==> src/rtl/mul_cnt_pkg.sv <==
// Shared types and defaults for the multiplier step counter.
package mul_cnt_pkg;

  typedef enum logic [1:0] {CNT_IDLE, CNT_RUN, CNT_DONE} cnt_state_t;

  localparam int MUL_CNT_WIDTH = 5;

endpackage

==> src/rtl/mul_cnt_reg.sv <==
// Generic W-bit register: asynchronous active-low reset to zero, synchronous load enable.
module mul_cnt_reg #(
  parameter int W = 1
) (
  input  logic         clk,
  input  logic         reset_n,
  input  logic         en,
  input  logic [W-1:0] d,
  output logic [W-1:0] q
);

  always_ff @(posedge clk or negedge reset_n) begin
    if (!reset_n) begin
      q <= '0;
    end else if (en) begin
      q <= d;
    end
  end

endmodule

==> src/rtl/mul_step_counter.sv <==
// Iteration counter/sequencer for the multi-cycle multiplier: latches a limit, steps by STEP, flags the final step.
// Optional pause input is compiled in when MUL_CNT_PAUSE_EN is defined.
module mul_step_counter
  import mul_cnt_pkg::*;
#(
  parameter int WIDTH = MUL_CNT_WIDTH,
  parameter int STEP  = 1
) (
  input  logic             clk,
  input  logic             reset_n,
  input  logic             clear,
  input  logic             start,
  input  logic [WIDTH-1:0] limit,
`ifdef MUL_CNT_PAUSE_EN
  input  logic             pause,
`endif
  output logic [WIDTH-1:0] count,
  output logic             busy,
  output logic             last,
  output logic             done
);

  cnt_state_t       state_q, state_d;
  logic [1:0]       state_bits_q;
  logic [WIDTH-1:0] count_q, count_d;
  logic [WIDTH-1:0] limit_q, limit_d;
  logic             limit_en;
  logic             done_q, done_d;
  logic [WIDTH:0]   sum;
  logic             reach;
  logic             run_hold;

  // State register process: every flop lives in a mul_cnt_reg instance.
  mul_cnt_reg #(.W(2)) u_state_reg (
    .clk     (clk),
    .reset_n (reset_n),
    .en      (1'b1),
    .d       (state_d),
    .q       (state_bits_q)
  );

  mul_cnt_reg #(.W(WIDTH)) u_count_reg (
    .clk     (clk),
    .reset_n (reset_n),
    .en      (1'b1),
    .d       (count_d),
    .q       (count_q)
  );

  mul_cnt_reg #(.W(WIDTH)) u_limit_reg (
    .clk     (clk),
    .reset_n (reset_n),
    .en      (limit_en),
    .d       (limit_d),
    .q       (limit_q)
  );

  mul_cnt_reg #(.W(1)) u_done_reg (
    .clk     (clk),
    .reset_n (reset_n),
    .en      (1'b1),
    .d       (done_d),
    .q       (done_q)
  );

  assign state_q = cnt_state_t'(state_bits_q);

`ifdef MUL_CNT_PAUSE_EN
  assign run_hold = pause;
`else
  assign run_hold = 1'b0;
`endif

  // One extra bit so the compare against the limit can never be fooled by wrap-around.
  assign sum   = {1'b0, count_q} + (WIDTH+1)'(STEP);
  assign reach = (sum >= {1'b0, limit_q});

  // Next-state process.
  always_comb begin
    state_d  = state_q;
    count_d  = count_q;
    limit_d  = limit_q;
    limit_en = 1'b0;
    if (clear) begin
      state_d = CNT_IDLE;
      count_d = '0;
    end else begin
      case (state_q)
        CNT_IDLE: begin
          if (start) begin
            limit_en = 1'b1;
            limit_d  = limit;
            count_d  = '0;
            state_d  = CNT_RUN;
          end
        end
        CNT_RUN: begin
          if (!run_hold) begin
            if (reach) begin
              count_d = limit_q;
              state_d = CNT_DONE;
            end else begin
              count_d = sum[WIDTH-1:0];
            end
          end
        end
        CNT_DONE: state_d = CNT_IDLE;
        default:  state_d = CNT_IDLE;
      endcase
    end
    done_d = (state_d == CNT_DONE);
  end

  // Output process.
  always_comb begin
    busy  = (state_q == CNT_RUN);
    last  = busy && reach && !run_hold;
    count = count_q;
    done  = done_q;
  end

endmodule

==> config.mk <==
export PLATFORM = sky130hd
export DESIGN_NAME = mul_step_counter
export DESIGN_NICKNAME = d
export VERILOG_FILES = /design/src/rtl/mul_cnt_pkg.sv /design/src/rtl/mul_cnt_reg.sv /design/src/rtl/mul_step_counter.sv
export SDC_FILE = /design/constraint.sdc
export NUM_CORES = 1
export LEC_CHECK = 0
export ABC_AREA = 1
export CAP_MARGIN = 20
export CORE_MARGIN = 4
export CORE_UTILIZATION = 52
export CTS_CLUSTER_DIAMETER = 120
export CTS_CLUSTER_SIZE = 20
export DETAILED_ROUTE_END_ITERATION = 8
export GPL_TIMING_DRIVEN = 0
export PLACE_DENSITY = 0.81
export REMOVE_ABC_BUFFERS = 1
export SLEW_MARGIN = 40
export SYNTH_ARGS = -nofsm -noshare
export SYNTH_HDL_FRONTEND = slang
export SYNTH_SLANG_ARGS = --single-unit
==> constraint.sdc <==
create_clock -name clk -period 3.4 [get_ports clk]
set_clock_uncertainty 0.1 [all_clocks]
set_input_delay 0.51 -clock clk [delete_from_list [all_inputs] [get_ports clk]]
set_output_delay 0.51 -clock clk [all_outputs]
set_load 0.1 [all_outputs]
==> flow_summary.html <==
<table>
<tr><th>Metric</th><th>Value</th></tr>
<tr><th colspan="2">Outcome</th></tr>
<tr><td>Run status</td><td>complete, no violations</td></tr>
<tr><th colspan="2">Worst setup path</th></tr>
<tr><td>Data arrival at the endpoint of the critical path</td><td>about 2.6 ns</td></tr>
<tr><td>Family of cells with the greatest summed delay on the critical path</td><td>simple AND/OR/NAND/NOR gates</td></tr>
<tr><td>Element type at the critical path end</td><td>output port</td></tr>
<tr><td>Category of the critical setup timing path</td><td>register to output port</td></tr>
<tr><td>Buffers &amp; Inverters on Critical Path</td><td>3</td></tr>
<tr><td>Crit path largest cell delay</td><td>between 0.4 and 0.5 ns</td></tr>
<tr><td>Nature of the critical path startpoint</td><td>register</td></tr>
<tr><td>CP Data Required Time</td><td>2.79 ns</td></tr>
<tr><td>Peak fanout along the critical path</td><td>7</td></tr>
<tr><td>Slowest cell on crit path</td><td>sky130_fd_sc_hd__dfrtp_1</td></tr>
<tr><td>Worst path cell trace</td><td>ha_1 &gt; nand3_1 &gt; nand2_1 &gt; nand2_1 &gt; inv_1 &gt; ha_1 &gt; and3_1 &gt; nand2_4 &gt; nand2_4 &gt; nand2_2 &gt; inv_1 &gt; buf_2</td></tr>
<tr><th colspan="2">Synthesis</th></tr>
<tr><td>Area share of the leading cell type in the synthesized netlist</td><td>0.404</td></tr>
<tr><td>Netlist cell types</td><td>19</td></tr>
<tr><td>Syn_area_per_cell</td><td>a little under 8 um2</td></tr>
<tr><td>Xor and xnor fraction of the mapped netlist area</td><td>0.0109</td></tr>
<tr><td>Most instantiated library cell after synthesis</td><td>sky130_fd_sc_hd__nand2_1</td></tr>
<tr><td>Biggest area consumer among synthesized cells</td><td>sky130_fd_sc_hd__dfrtp_1</td></tr>
<tr><td>Synthesized cell area</td><td>805 um2</td></tr>
<tr><td>Most common library cells after synthesis</td><td>sky130_fd_sc_hd__nand2_1, sky130_fd_sc_hd__inv_1, sky130_fd_sc_hd__dfrtp_1</td></tr>
<tr><td>Sequential fraction of the synthesis area</td><td>0.404</td></tr>
<tr><td>YS warnings</td><td>0</td></tr>
<tr><td>Post-synth EDFFs</td><td>0</td></tr>
<tr><td>Adder-cell area share of the yosys netlist</td><td>0.0933</td></tr>
<tr><td>Gate Count Post-Synth</td><td>103</td></tr>
<tr><td>Compound-gate portion of the synthesized area</td><td>0.0373</td></tr>
<tr><td>Async set-or-reset flop fraction in the synthesized netlist</td><td>1.00</td></tr>
<tr><td>Dominant cells by area after synthesis</td><td>sky130_fd_sc_hd__dfrtp_1, sky130_fd_sc_hd__nand2_1, sky130_fd_sc_hd__ha_1</td></tr>
<tr><td>Ys flop type</td><td>sky130_fd_sc_hd__dfrtp_1</td></tr>
<tr><td>FF+latch count, synth</td><td>13</td></tr>
<tr><td>Combinational family with the most area after synthesis</td><td>simple AND/OR/NAND/NOR gates</td></tr>
<tr><td>Mux cell area share after synthesis</td><td>0</td></tr>
<tr><td>Simple-gate share of the synthesized area</td><td>0.364</td></tr>
<tr><th colspan="2">Power and ir drop</th></tr>
<tr><td>Leakage Power</td><td>0.575 nW</td></tr>
<tr><td>Int Power</td><td>253 uW</td></tr>
<tr><td>Total design power</td><td>401 uW</td></tr>
<tr><td>Switching component of the power</td><td>148 uW</td></tr>
<tr><td>Worst voltage drop across the vdd grid</td><td>0.000278 V</td></tr>
<tr><td>Sequential fraction of design power</td><td>0.450</td></tr>
<tr><td>Switching Fraction</td><td>0.369</td></tr>
<tr><td>Clock share of power</td><td>0.234</td></tr>
<tr><td>Pwr dens</td><td>slightly above 400 mW/mm2</td></tr>
<tr><td>Portion of total power attributed to combinational logic</td><td>0.316</td></tr>
<tr><th colspan="2">Global route</th></tr>
<tr><td>Wire length of the first global-routing pass</td><td>about 2.8 mm</td></tr>
<tr><td>Initial antenna violation count</td><td>0</td></tr>
<tr><td>Global routing usage summed across all routing layers</td><td>0.180</td></tr>
<tr><td>Global route overflow</td><td>0</td></tr>
<tr><td>Largest net degree at the start of global routing</td><td>14</td></tr>
<tr><td>Number of global-route vias before repair</td><td>696</td></tr>
<tr><th colspan="2">Routing</th></tr>
<tr><td>Vias per cell</td><td>approximately 5.3</td></tr>
<tr><td>Per-cell routed wire length</td><td>roughly 12 um</td></tr>
<tr><td>Total length of routed wires</td><td>1.62 mm</td></tr>
<tr><td>DRC viols</td><td>0</td></tr>
<tr><td>Initial drt markers</td><td>14</td></tr>
<tr><td>Number of vias after detailed routing</td><td>721</td></tr>
<tr><td>1st-pass router iterations</td><td>4</td></tr>
<tr><td>Count of antenna-violating nets left after detailed routing</td><td>0</td></tr>
<tr><th colspan="2">Die</th></tr>
<tr><td>Height of the chip</td><td>47.3 um</td></tr>
<tr><td>Placeable core region</td><td>0.00138 mm2</td></tr>
<tr><td>Starting Density</td><td>0.582</td></tr>
<tr><td>Floorplan die area</td><td>0.00224 mm2</td></tr>
<tr><td>Count of pins on the block boundary</td><td>17</td></tr>
<tr><td>Horiz. Die Dim</td><td>47.3 um</td></tr>
<tr><td>Number of rows in the core area</td><td>13</td></tr>
<tr><th colspan="2">Clock tree</th></tr>
<tr><td># clock sinks</td><td>13</td></tr>
<tr><td>CTS tree</td><td>done</td></tr>
<tr><td>Maximum level of the CTS H-tree</td><td>1</td></tr>
<tr><td>Clock input transition at the sequential cells of the worst setup and hold paths</td><td>roughly 0.080 ns</td></tr>
<tr><td>Insertion delay of the later-clocked pin in the worst-skew pair</td><td>0.27 ns</td></tr>
<tr><td>CTS-repair resized insts</td><td>0</td></tr>
<tr><td>Clock buffer count from CTS</td><td>3</td></tr>
<tr><td>Maximum number of buffers from clock root to sink</td><td>2</td></tr>
<tr><td>Cts hold-fix bufs</td><td>0</td></tr>
<tr><td>CTS root buffer</td><td>sky130_fd_sc_hd__clkbuf_4</td></tr>
<tr><td>Setup repair bufs after CTS</td><td>0</td></tr>
<tr><th colspan="2">STA</th></tr>
<tr><td>Final-report hold violation count</td><td>0</td></tr>
<tr><td>Final hold slack</td><td>~0.44 ns</td></tr>
<tr><td>Setup violation total in the final timing report</td><td>0</td></tr>
<tr><td>Post-route minimum period</td><td>3.19 ns</td></tr>
<tr><td>Headroom to the max-slew limit</td><td>0.607</td></tr>
<tr><td>Fmax</td><td>313 MHz</td></tr>
<tr><td>Sum of negative setup slack</td><td>0 ns</td></tr>
<tr><td>Worst Max-Slew Pin Slew</td><td>0.588 ns</td></tr>
<tr><td>RSZ-0062 raised after global routing</td><td>no</td></tr>
<tr><td>Pins Over Slew Limit</td><td>0</td></tr>
<tr><td>Share of the clock period used by the worst path after layout</td><td>0.939</td></tr>
<tr><th colspan="2">Flow run</th></tr>
<tr><td>Max cap viols</td><td>0</td></tr>
<tr><th colspan="2">Final layout</th></tr>
<tr><td>Area growth from synthesis to layout</td><td>19.9%</td></tr>
<tr><td>Inserted Diodes</td><td>0</td></tr>
<tr><td>Final #Nets</td><td>roughly 140</td></tr>
<tr><td>Proportion of layout cells with a drive suffix above 1</td><td>0.164</td></tr>
<tr><th colspan="2">Placement</th></tr>
<tr><td>Port Buffer Count</td><td>16</td></tr>
<tr><td>Final estimated routing congestion in global placement</td><td>0.815</td></tr>
<tr><td>Half-perimeter wire length after detailed placement</td><td>1.28 mm</td></tr>
<tr><th colspan="2">Hold path</th></tr>
<tr><td>Tightest Hold Check Type</td><td>register to register</td></tr>
</table>
[cell families after synthesis]
group                      after synthesis
buffers and inverters                   19
AOI/OAI and AO/OA                        6
adders and majority gates                6
DFF                                     13
xor gates and xnor gates                 1
and+or+nand+nor                         58
[final timing paths]
path / from / endpoint / slack [ns] / cells past startpoint
max in group asynchronous: reset_n / u_count_reg.q[4] / 2.31 / 1
min reg2reg: u_limit_reg.q[2] / u_limit_reg.q[2] / 0.44 / 2
min in group asynchronous: reset_n / u_state_reg.q[0] / 0.51 / 1
max: u_count_reg.q[0] / last / 0.21 / 12
max reg2reg: u_count_reg.q[0] / u_count_reg.q[3] / 1.16 / 13
min: u_limit_reg.q[2] / u_limit_reg.q[2] / 0.44 / 2
[final cells by class]
cell class              instances  area, um2
well taps                      15       18.8
inverters                      18       67.6
multi-input cells              71        407
fillers                       128        418
repair buffers                 16        120
flip-flops and latches         13        325
clock buffers                   4       26.3
[cell usage in the layout, fill, tap and decap left out, drive strengths merged]
cell           synthesis  final
nor3                   1      1
nor2                  11     11
nand3                 11     11
nand2                 27     27
ha                     6      6
o21ai                  1      1
buf                    1      8
clkbuf                 0      4
dfrtp                 13     13
nand4                  7      7
clkdlybuf4s50          0      8
xnor2                  1      1
a21oi                  5      5
inv                   18     18
and3                   1      1
[worst reg2reg max path: stages (launching register included)]
cell and delay, ns:
sky130_fd_sc_hd__dfrtp_1 0.49, sky130_fd_sc_hd__ha_1 0.29, sky130_fd_sc_hd__nand3_1 0.09, sky130_fd_sc_hd__nand2_1 0.05, sky130_fd_sc_hd__nand2_1 0.08, sky130_fd_sc_hd__inv_1 0.05
sky130_fd_sc_hd__ha_1 0.29, sky130_fd_sc_hd__nand3_1 0.09, sky130_fd_sc_hd__nand3_1 0.10, sky130_fd_sc_hd__nor2_4 0.20, sky130_fd_sc_hd__nand2_4 0.11, sky130_fd_sc_hd__nand2_1 0.07
sky130_fd_sc_hd__nand4_1 0.09, sky130_fd_sc_hd__nand2_1 0.07
[state kept, by name (all words and copies together), names as in the netlist]
register,count
u_limit_reg.q,5
u_state_reg.q,2
u_done_reg.q,1
u_count_reg.q,5
[layer usage]
layer  routed length (um)  vias up  global-route usage
li1                     -      374                   -
met2                  776       13               0.307
met5                    0        -                   0
met1                  756      332               0.228
met4                    9        0              0.0497
met3                   74        2              0.0383
[power groups by stage]
stage / sequential, mW / clock (mW) / combinational, mW
2_1_floorplan: 0.202 / 0 / 0.0746
3_3_place_gp: 0.183 / 0 / 0.128
3_5_place_dp: 0.184 / 0 / 0.127
4_1_cts: 0.181 / 0.0966 / 0.127
5_1_grt: 0.183 / 0.103 / 0.142
6_report: 0.181 / 0.0937 / 0.126
[stage by stage]
stage | worst slack (ns) | area (um2) | util | cells
after floorplan | -0.138 | 800 | - | 102
after global placement | -0.152 | 978 | 0.708 | 133
after detailed placement | 0.527 | 938 | 0.679 | 133
after CTS | 0.212 | 965 | 0.698 | 137
after global routing | 0.0395 | 965 | 0.698 | 137
final | 0.209 | 965 | 0.698 | 137
No activity file was read; power rests on OpenSTA's default activity.
